--- src/rtl/seg_scan_controller.sv ---
// rtl/seg_scan_controller.sv - Multiplexed 7-segment scan controller with frame-aligned value loading
// Optional feature macro: SEG_LEADING_ZERO_BLANK_EN (suppress leading-zero digits)
module seg_scan_controller #(
  parameter int NUM_DIGITS   = 4,
  parameter int REFRESH_DIV  = 25000,
  parameter int BLANK_CYCLES = 16
) (
  input  logic                    i_Clk,
  input  logic                    i_Rst,
  input  logic                    i_Load_Valid,
  input  logic [4*NUM_DIGITS-1:0] i_Load_Value,
  output logic                    o_Load_Ready,
  output logic [3:0]              o_Bin_Num,
  output logic [NUM_DIGITS-1:0]   o_Digit_Sel,
  output logic                    o_Frame_Start,
  output logic                    o_Digit_Err
);

  localparam int CNT_MAX = (REFRESH_DIV > BLANK_CYCLES) ? REFRESH_DIV : BLANK_CYCLES;
  localparam int CNT_W   = $clog2(CNT_MAX);
  localparam int IDX_W   = $clog2(NUM_DIGITS);

  localparam logic [CNT_W-1:0] BLANK_LAST = CNT_W'(BLANK_CYCLES - 1);
  localparam logic [CNT_W-1:0] DRIVE_LAST = CNT_W'(REFRESH_DIV - 1);
  localparam logic [IDX_W-1:0] IDX_LAST   = IDX_W'(NUM_DIGITS - 1);

  typedef enum logic {
    BLANK = 1'b0,
    DRIVE = 1'b1
  } scan_state_t;

  scan_state_t state, state_next;
  logic [CNT_W-1:0] cnt, cnt_next;
  logic [IDX_W-1:0] idx, idx_next;

  logic [4*NUM_DIGITS-1:0] active;
  logic [4*NUM_DIGITS-1:0] pending;
  logic                    pending_valid;
  logic                    frame_start;
  logic                    boundary;
  logic                    accept;
  logic [3:0]              cur_nib;
  logic [NUM_DIGITS-1:0]   lz_mask;

  assign accept       = i_Load_Valid && !pending_valid;
  assign o_Load_Ready = !pending_valid;
  assign o_Frame_Start = frame_start;

  // The shared decoder input tracks the current slot's digit for the whole slot,
  // so the blanking gap gives the registered decoder time to settle.
  assign cur_nib   = active[{idx, 2'b00} +: 4];
  assign o_Bin_Num = cur_nib;

  // Scan state register: slot phase, cycle counter and digit index
  always_ff @(posedge i_Clk) begin
    if (i_Rst) begin
      state <= BLANK;
      cnt   <= '0;
      idx   <= '0;
    end else begin
      state <= state_next;
      cnt   <= cnt_next;
      idx   <= idx_next;
    end
  end

  // Next-state sequencing and digit-enable / error outputs
  always_comb begin
    state_next  = state;
    cnt_next    = cnt + 1'b1;
    idx_next    = idx;
    boundary    = 1'b0;
    o_Digit_Sel = '0;
    o_Digit_Err = 1'b0;
    case (state)
      BLANK: begin
        if (cnt == BLANK_LAST) begin
          state_next = DRIVE;
          cnt_next   = '0;
        end
      end
      DRIVE: begin
        // Invalid BCD digits stay dark; suppressed leading zeros stay dark silently
        if (cur_nib > 4'd9) begin
          o_Digit_Err = (cnt == '0);
        end else if (!lz_mask[idx]) begin
          o_Digit_Sel = NUM_DIGITS'(1) << idx;
        end
        if (cnt == DRIVE_LAST) begin
          state_next = BLANK;
          cnt_next   = '0;
          if (idx == IDX_LAST) begin
            idx_next = '0;
            boundary = 1'b1;
          end else begin
            idx_next = idx + 1'b1;
          end
        end
      end
      default: begin
        state_next = BLANK;
        cnt_next   = '0;
        idx_next   = '0;
      end
    endcase
  end

  // Load handshake: hold one pending value and swap it in only between frames
  always_ff @(posedge i_Clk) begin
    if (i_Rst) begin
      active        <= '0;
      pending       <= '0;
      pending_valid <= 1'b0;
      frame_start   <= 1'b0;
    end else begin
      frame_start <= boundary;
      if (accept) begin
        pending       <= i_Load_Value;
        pending_valid <= 1'b1;
      end else if (boundary && pending_valid) begin
        active        <= pending;
        pending_valid <= 1'b0;
      end
    end
  end

`ifdef SEG_LEADING_ZERO_BLANK_EN
  logic [NUM_DIGITS-1:0] lz_pending;
  logic                  all_zero;

  // A digit is a leading zero when it and every more-significant nibble are zero;
  // digit 0 is never blanked so a zero value still reads "0".
  always_comb begin
    lz_pending = '0;
    all_zero   = 1'b1;
    for (int k = NUM_DIGITS - 1; k >= 1; k--) begin
      all_zero      = all_zero && (pending[4*k +: 4] == 4'd0);
      lz_pending[k] = all_zero;
    end
  end

  // Suppression mask follows the active value, captured when it is applied
  always_ff @(posedge i_Clk) begin
    if (i_Rst) begin
      lz_mask <= {{(NUM_DIGITS-1){1'b1}}, 1'b0};
    end else if (!accept && boundary && pending_valid) begin
      lz_mask <= lz_pending;
    end
  end
`else
  assign lz_mask = '0;
`endif

endmodule
--- config.mk ---
export PLATFORM = sky130hd
export DESIGN_NAME = seg_scan_controller
export DESIGN_NICKNAME = d
export VERILOG_FILES = /design/src/rtl/seg_scan_controller.sv
export SDC_FILE = /design/constraint.sdc
export NUM_CORES = 1
export LEC_CHECK = 0
export CAP_MARGIN = 15
export CORE_MARGIN = 10
export CORE_UTILIZATION = 59
export CTS_CLUSTER_SIZE = 14
export DETAILED_ROUTE_END_ITERATION = 12
export PLACE_DENSITY = 0.85
export RECOVER_POWER = 50
export SETUP_SLACK_MARGIN = 0.5
export SYNTH_ARGS = -nofsm -noshare
export SYNTH_HDL_FRONTEND = slang
export SYNTH_SLANG_ARGS = --single-unit
--- constraint.sdc ---
create_clock -name i_Clk -period 5.8 [get_ports i_Clk]
set_input_delay 0.87 -clock i_Clk [delete_from_list [all_inputs] [get_ports i_Clk]]
set_output_delay 0.87 -clock i_Clk [all_outputs]
set_load 0.05 [all_outputs]
## Word-level counts from Yosys, hierarchy flattened

Index checks and enable logic that the tools add are counted.

| operators by class | value |
|---|---|
| add/subtract/negate cells | 2 |
| order comparisons | 2 |
| equality and inequality tests | 3 |
| shifts and indexed selects | 2 |
| mux-type cells | 19 |
| bitwise gates (word level) | 2 |
| reduce and logical (&&, ||, !) cells | 7 |

Operator list:

| kind | number |
|---|---|
| 15-bit two-way mux | 2 |
| 15-bit one-hot mux with 2 select lines | 1 |
| 16-bit by 5-bit variable part select with 4-bit output | 1 |
| 15-bit by 1-bit adder with 15-bit output (second input constant) | 1 |
| 15-bit == test (second input constant) | 1 |
| 15-bit by 4-bit == test with 1-bit output (second input constant) | 1 |
| 15-bit logical NOT | 1 |
| 4-bit two-way mux | 3 |
| 1-bit two-way mux | 10 |
| 4-bit greater-than comparator (second input constant) | 1 |
| 2-bit AND reduction | 2 |
| 1-bit by 2-bit << shifter with 4-bit output (first input constant) | 1 |
| 2-bit by 3-bit < comparator with 1-bit output (second input constant) | 1 |
| 2-bit by 1-bit adder with 2-bit output (second input constant) | 1 |
| 1-bit binary-select mux with 2-bit select | 1 |
| 2-bit == test (second input constant) | 1 |
| 1-bit logical AND | 2 |
| 2-bit two-way mux | 1 |
| 1-bit inverter | 2 |
| 1-bit one-hot mux with 2 select lines | 1 |
| 2-bit nonzero test | 1 |
| 1-bit logical NOT | 1 |

| storage, ports and cells | value |
|---|---|
| register bits after elaboration | 52 |
| bits of input ports | 19 |
| output and inout bits | 11 |
| word-level logic and storage cells | 44 |

## Logic depth before layout (Yosys ltp)

Gate-level depths: netlist of run 1.

| logic depth | value |
|---|---|
| depth in word-level cells | 7 |
| mapped depth | 7 |

## Least setup slack after synthesis of run 1

OpenSTA, ideal clock, no wires.

| timing | value |
|---|---|
| path kind | register to output |
| from | reg idx[0] |
| to | out o_Digit_Err |
| arrival time | 2.904 ns |
| data required time | 4.930 ns |
| slack | 2.026 ns |
| cell stages (with the launch flop) | 5 |
| path buffers | 1 |
| path through | dfxtp_1 > clkbuf_1 > mux4_2 > o21ai_0 > nor4bb_1 |

| between the ends | value |
|---|---|
| longest elaborated chain between the ends | 4 |

Ends and longest elaborated chain:

| element | line | RTL |
|---|---|---|
| start, declared | 34 | `logic [IDX_W-1:0] idx, idx_next;` |
| start signal, assigned | 63 | `idx <= idx_next;` |
| 16-bit by 5-bit variable part select with 4-bit output | 51 | `assign cur_nib = active[{idx, 2'b00} +: 4];` |
| via o_Bin_Num[3] | 13 | `output logic [3:0] o_Bin_Num,` |
| 4-bit greater-than comparator | 84 | `if (cur_nib > 4'd9) begin` |
| 1-bit two-way mux | 84 |  |
| 1-bit two-way mux | 75 | `case (state)` |
| end, declared | 16 | `output logic o_Digit_Err` |

The timed path passes the listed nets, and every way through them passes these cells.

## Worst setup path in the final report of run 1

| timing | value |
|---|---|
| from | reg idx[0] |
| to | out o_Digit_Sel[1] |

| between the ends | value |
|---|---|
| longest elaborated chain between the ends | 5 |

Ends and longest elaborated chain:

| element | line | RTL |
|---|---|---|
| parallel branches: the longest is 3 deep, another holds 4-bit greater-than comparator | -- |  |
| 4-bit two-way mux (*) | 84 |  |
| 4-bit two-way mux (*) | 75 |  |
| end, declared | 14 | `output logic [NUM_DIGITS-1:0] o_Digit_Sel,` |

Every way passes the cells marked *. The select of a mux whose other input is x is not followed.

==> impl_metrics.ini, run 1 <==
[finish]
final_util = 0.731
antenna_cells = 0
drive_above_1_share = 0.0608
design_area_um2 = 2740
final_nets = 320
syn_to_final_growth_pct = 16.6
final_cells = 344

[global_route]
grt_overflow = 0
grt_max_degree = 38
grt_first_pass_wirelength_mm = 9.37
antenna_found_initial = 0
first_global_vias = 2064
grt.total_usage = 0.157

[pwr]
p_leak_nw = 0.909
power.total_mw = 0.652
pwr_density_cell_nw_per_um2 = 238
peakVddDrop_uv = 202

[critical_path]
reg2reg_from = cnt[11]
crit_start = idx[0]
cp.arrival_ns = 2.98
crit_path_end_kind = output port
critPathLaunchType = flop
critPathKind = flop to output port
worst_ep_required_time_ns = 4.93
worstPathMaxFanout = 9

[synthesis]
yosysWarnings = 0
seq_area_frac_synth = 0.443
syn_nets = 301
synth_area_um2 = 2350
synth_cell_types = 30
synth.area.top_cells = dfxtp_1, a21oi_1, nand2_1
ys_ff_latch = 52
avgSynthCellArea_um2 = 8.50
netlist.area_leader.share = 0.443
syn_inst = 276
synth_top_cell_by_area = dfxtp_1

[timing]
finClkSkew_ns = 0.00412
slew_headroom = 0.383
fin_hold_ws_ns = 0.456
min_period_ns = 3.85
period_share = 0.664
setup_tns_ns = 0
tightest_slew_ns = 0.922
drv_slew = 0
hold_viol_final = 0
worst_slack_ns = 1.95
max_freq_mhz = 260
rsz0062_at_grt = no
setup_viol = 0

[placed_design]
numPlacedInstances = 334
place_ws_ns = 2.29
portBuffers = 29
post-dp-hpwl_mm = 3.76
place_area_um2 = 2620
place.gp.congestion = 0.828

[clock_network]
cts_buffer_depth = 2
post_cts_buffers = 0
insertion_delay_ns = 0.31
tritoncts = yes
cts_resized = 0
cts.clk_slew.worst_paths_ns = 0.09
cts.sinks = 52
cts_htree_levels = 2
ctsHoldBuffers = 0
numCtsBuffers = 5
cts_root_buf = clkbuf_8

[routing]
vias = 1996
wirelength_mm = 5.29
firstDrtPassIters = 4
antenna_left = 0
drt_iter0_drc = 72
via_per_inst = 5.80
wire_per_inst_um = 15.4
drc_errors = 0

[die]
die-area_um2 = 6900
row_count = 22
start_util = 0.627
dieWidth_um = 83.1
core_area_um2 = 3740
io_pins = 30
die_y_um = 83.1

[run_status]
status = finished, final reports clean

[run]
drv_cap = 0

[hold_path]
hp-class = flop to flop
min_from = pending[5]
## power by group
group          switching (mW)  leakage [nW]  internal (mW)
clock network           0.113        0.0552          0.128
logic                  0.0201         0.432         0.0196
registers             0.00583         0.422          0.365
## kinds of logic (layout without fill, tap and decap cells)
family                     after synthesis  after routing  synth area share
DFF                                     52             52             0.443
adders and majority gates                6              6            0.0320
xor gates and xnor gates                13             13            0.0485
muxes                                    4              4            0.0384
and+or+nand+nor                        118            118             0.272
buffers and inverters                   31             51            0.0533
AOI/OAI and AO/OA                       52             52             0.112
## cell usage after synthesis
library cell / number
a21oi_1: 34
a21oi_2: 1
and2_0: 1
and3_1: 4
buf_2: 4
buf_4: 1
clkbuf_1: 15
dfxtp_1: 52
ha_1: 6
inv_1: 11
mux4_2: 4
nand2_1: 38
nand2b_1: 1
nand3_1: 7
nand4_1: 22
nor2_1: 10
nor2b_1: 2
nor3_1: 19
nor3b_1: 2
nor4_1: 2
nor4_4: 1
nor4b_4: 1
nor4bb_1: 1
o21ai_0: 17
or2_2: 1
or3_1: 3
or4_4: 2
or4b_1: 1
xnor2_1: 12
xor2_1: 1
## worst max-delay path: stages (launching register included)
cell and delay (ns):
dfxtp_1 0.57, mux4_2 0.57, o21ai_0 0.49, and3_1 0.24, clkdlybuf4s50_1 0.80
## flip-flops by register name, indices dropped and copies added, names as in the netlist
| register | flops |
|---|---|
| state | 1 |
| pending | 16 |
| idx | 2 |
| pending_valid | 1 |
| active | 16 |
| cnt | 15 |
| o_Frame_Start | 1 |
## metal layers
metal  up-vias  routed length, um  GRT usage
met3         9                186     0.0488
met5         -                  0          0
met1       947               2160      0.173
li1       1005                  -          -
met2        35               2830      0.268
met4         0                106     0.0723
## path summary, 6_finish.rpt
path,slack (ns),cells after the start,end
max,1.95,4,o_Digit_Sel[1]
max reg2reg,3.10,4,cnt[11]
min,0.46,2,pending[5]
min reg2reg,0.46,2,pending[5]
## placed cells by master, fill, tap and decap left out, drive strengths merged
master         count
a21oi             35
and2               1
and3               4
buf                2
bufinv             1
clkbuf             7
clkdlybuf4s50     28
clkinv             1
dfxtp             52
dlygate4sd3        1
ha                 6
inv               11
mux4               4
nand2             38
nand2b             1
nand3              7
nand4             22
nor2              10
nor2b              2
nor3              19
nor3b              2
nor4               3
nor4b              1
nor4bb             1
o21ai             17
or2                1
or3                3
or4                2
or4b               1
xnor2             12
xor2               1
## area by class of cell
cell class | count | area (um^2)
clock buffers | 6 | 72.6
clock inverters | 2 | 35.0
fillers | 308 | 1010
inverters | 11 | 41.3
multi-input cells | 193 | 1180
flip-flops and latches | 52 | 1040
well taps | 48 | 60.1
repair buffers | 32 | 309
Note: power is estimated with default switching activity, not from simulation.
==> run 2: changes to the inputs <==
CORE_UTILIZATION = 49   (was 59)
PLACE_DENSITY = 0.76   (was 0.85)
clock period = 3.35 ns   (was 5.8 ns; I/O delays follow)
==> run 2 against run 1 <==
Total power grew 65%. Clock-buffer cell count is 1 lower. Utilization fell by 15 points. Non-clock buffer count up 1. Worst setup slack got worse by 1.3 ns. Combinational power rose by 75%. Clock power is 51% higher. Cell area is 0.23% higher. Worst hold slack gained 0.0067 ns. Highest routed layer unchanged. Global-route usage is 1.7 points lower. Sequential power increased by 74%. Largest power group unchanged. Die area up 15%.
==> impl_metrics.ini, run 2 (same netlist as run 1, synthesis figures left out) <==
[timing]
rsz0062_at_grt = no
period_share = 0.804
drv_slew = 0
tightest_slew_ns = 0.901
finClkSkew_ns = 0.0137
slew_headroom = 0.397
min_period_ns = 2.69
setup_viol = 0
hold_viol_final = 0
setup_tns_ns = 0
max_freq_mhz = 372

[pwr]
internal_power_mw = 0.816
seq_power_share = 0.598
clockPowerShare = 0.337
p_sw_mw = 0.259
peakVddDrop_uv = 319
p_leak_nw = 0.925
pwr_density_cell_nw_per_um2 = 392
p_sw_frac = 0.241
pwr-share-comb = 0.064

[critical_path]
cp_slowest_stage_delay_ns = 0.55
critPathKind = flop to output port
critPathLaunchType = flop
crit_path_end_kind = output port
cpMaxStageDelayCell = dlygate4sd2_1
path_cells = or4b_1 > nor2_1 > nor4bb_4 > dlygate4sd2_1
worstPathMaxFanout = 7
worst_ep_required_time_ns = 2.85
cp.arrival_ns = 2.19

[global_route]
antenna_found_initial = 0
grt_max_degree = 37
grt.total_usage = 0.140
first_global_vias = 1804
grt_overflow = 0
grt_first_pass_wirelength_mm = 8.76

[die]
start_util = 0.500
die-area_um2 = 7960
die_y_um = 89.2
core_area_um2 = 4690
dieWidth_um = 89.2
row_count = 25
io_pins = 30

[routing]
drt_iter0_drc = 142
drc_errors = 0
firstDrtPassIters = 4
wire_per_inst_um = 14.8
vias = 1990
wirelength_mm = 5.19
via_per_inst = 5.67
antenna_left = 0

[clock_network]
cts_root_buf = clkbuf_8
numCtsBuffers = 5
cts_htree_levels = 2
insertion_delay_ns = 0.31
ctsHoldBuffers = 0
cts.clk_slew.worst_paths_ns = 0.10
cts_resized = 2
post_cts_buffers = 0
cts_buffer_depth = 2
tritoncts = yes
cts.sinks = 52

[finish]
final_cells = 351
final_nets = 321
final_cell_mix = dfxtp_1, nand2_1, a21oi_1
syn_to_final_growth_pct = 16.8
antenna_cells = 0
drive_above_1_share = 0.0909
top_regs = active (16), pending (16), cnt (15)
final_common_cell = dfxtp_1

[run_status]
status = finished, final reports clean

[run]
drv_cap = 0

[hold_path]
hp-class = flop to flop

[placed_design]
numPlacedInstances = 343
place.gp.congestion = 0.930
post-dp-hpwl_mm = 3.60
portBuffers = 29
-- run 2: worst max-delay path: cells and delay by family, from the launching register on --
family                 cells  cell delay, ns
buffers and inverters      1            0.55
and+or+nand+nor            3            0.86
DFF                        1            0.47
-- run 2: final timing paths --
path                            startpoint     endpoint  slack (ns)  cells after the start
worst min register to register  pending[2]   pending[2]        0.46                      2
worst min-delay path            pending[2]   pending[2]        0.46                      2
worst max register to register       state       cnt[8]        0.69                      4
worst max-delay path                 state  o_Digit_Err        0.66                      4
-- run 2: layout make-up --
| class | instances | area [um^2] |
|---|---|---|
| Clock buffer | 5 | 68.8 |
| Clock inverter | 3 | 21.3 |
| Timing Repair Buffer | 33 | 309 |
| Inverter | 11 | 41.3 |
| Multi-Input combinational cell | 193 | 1190 |
| Tap cell | 54 | 67.6 |
| Fill cell | 433 | 1950 |
| Sequential cell | 52 | 1040 |
-- run 2: stage by stage --
step                power (mW)  worst slack (ns)  hold WS [ns]   util  cell area [um^2]
floorplan                0.696             0.484         0.437      -              2360
global placement         0.727             0.609         0.447  0.566              2660
CTS                       1.08             0.628         0.465  0.585              2750
finish                    1.08             0.658         0.463  0.585              2740
detailed placement       0.728             0.591         0.450  0.566              2660
global route              1.12             0.476         0.488  0.585              2740
-- run 2: routing by layer --
| layer | vias to the layer above | wire, um | part of all wire | GRT usage |
|---|---|---|---|---|
| li1 | 1008 | - | - | - |
| met1 | 920 | 2390 | 0.46 | 0.180 |
| met2 | 58 | 2400 | 0.46 | 0.218 |
| met3 | 4 | 325 | 0.063 | 0.0374 |
| met4 | 0 | 65 | 0.013 | 0.0506 |
| met5 | - | 0 | 0 | 0 |
-- run 2: power groups by stage --
stage,clock (mW),sequential [mW],combinational [mW]
floorplan,0,0.654,0.0423
global route,0.398,0.646,0.0776
detailed placement,0,0.658,0.0703
finish,0.363,0.644,0.0693
CTS,0.367,0.643,0.0707
global placement,0,0.657,0.0697
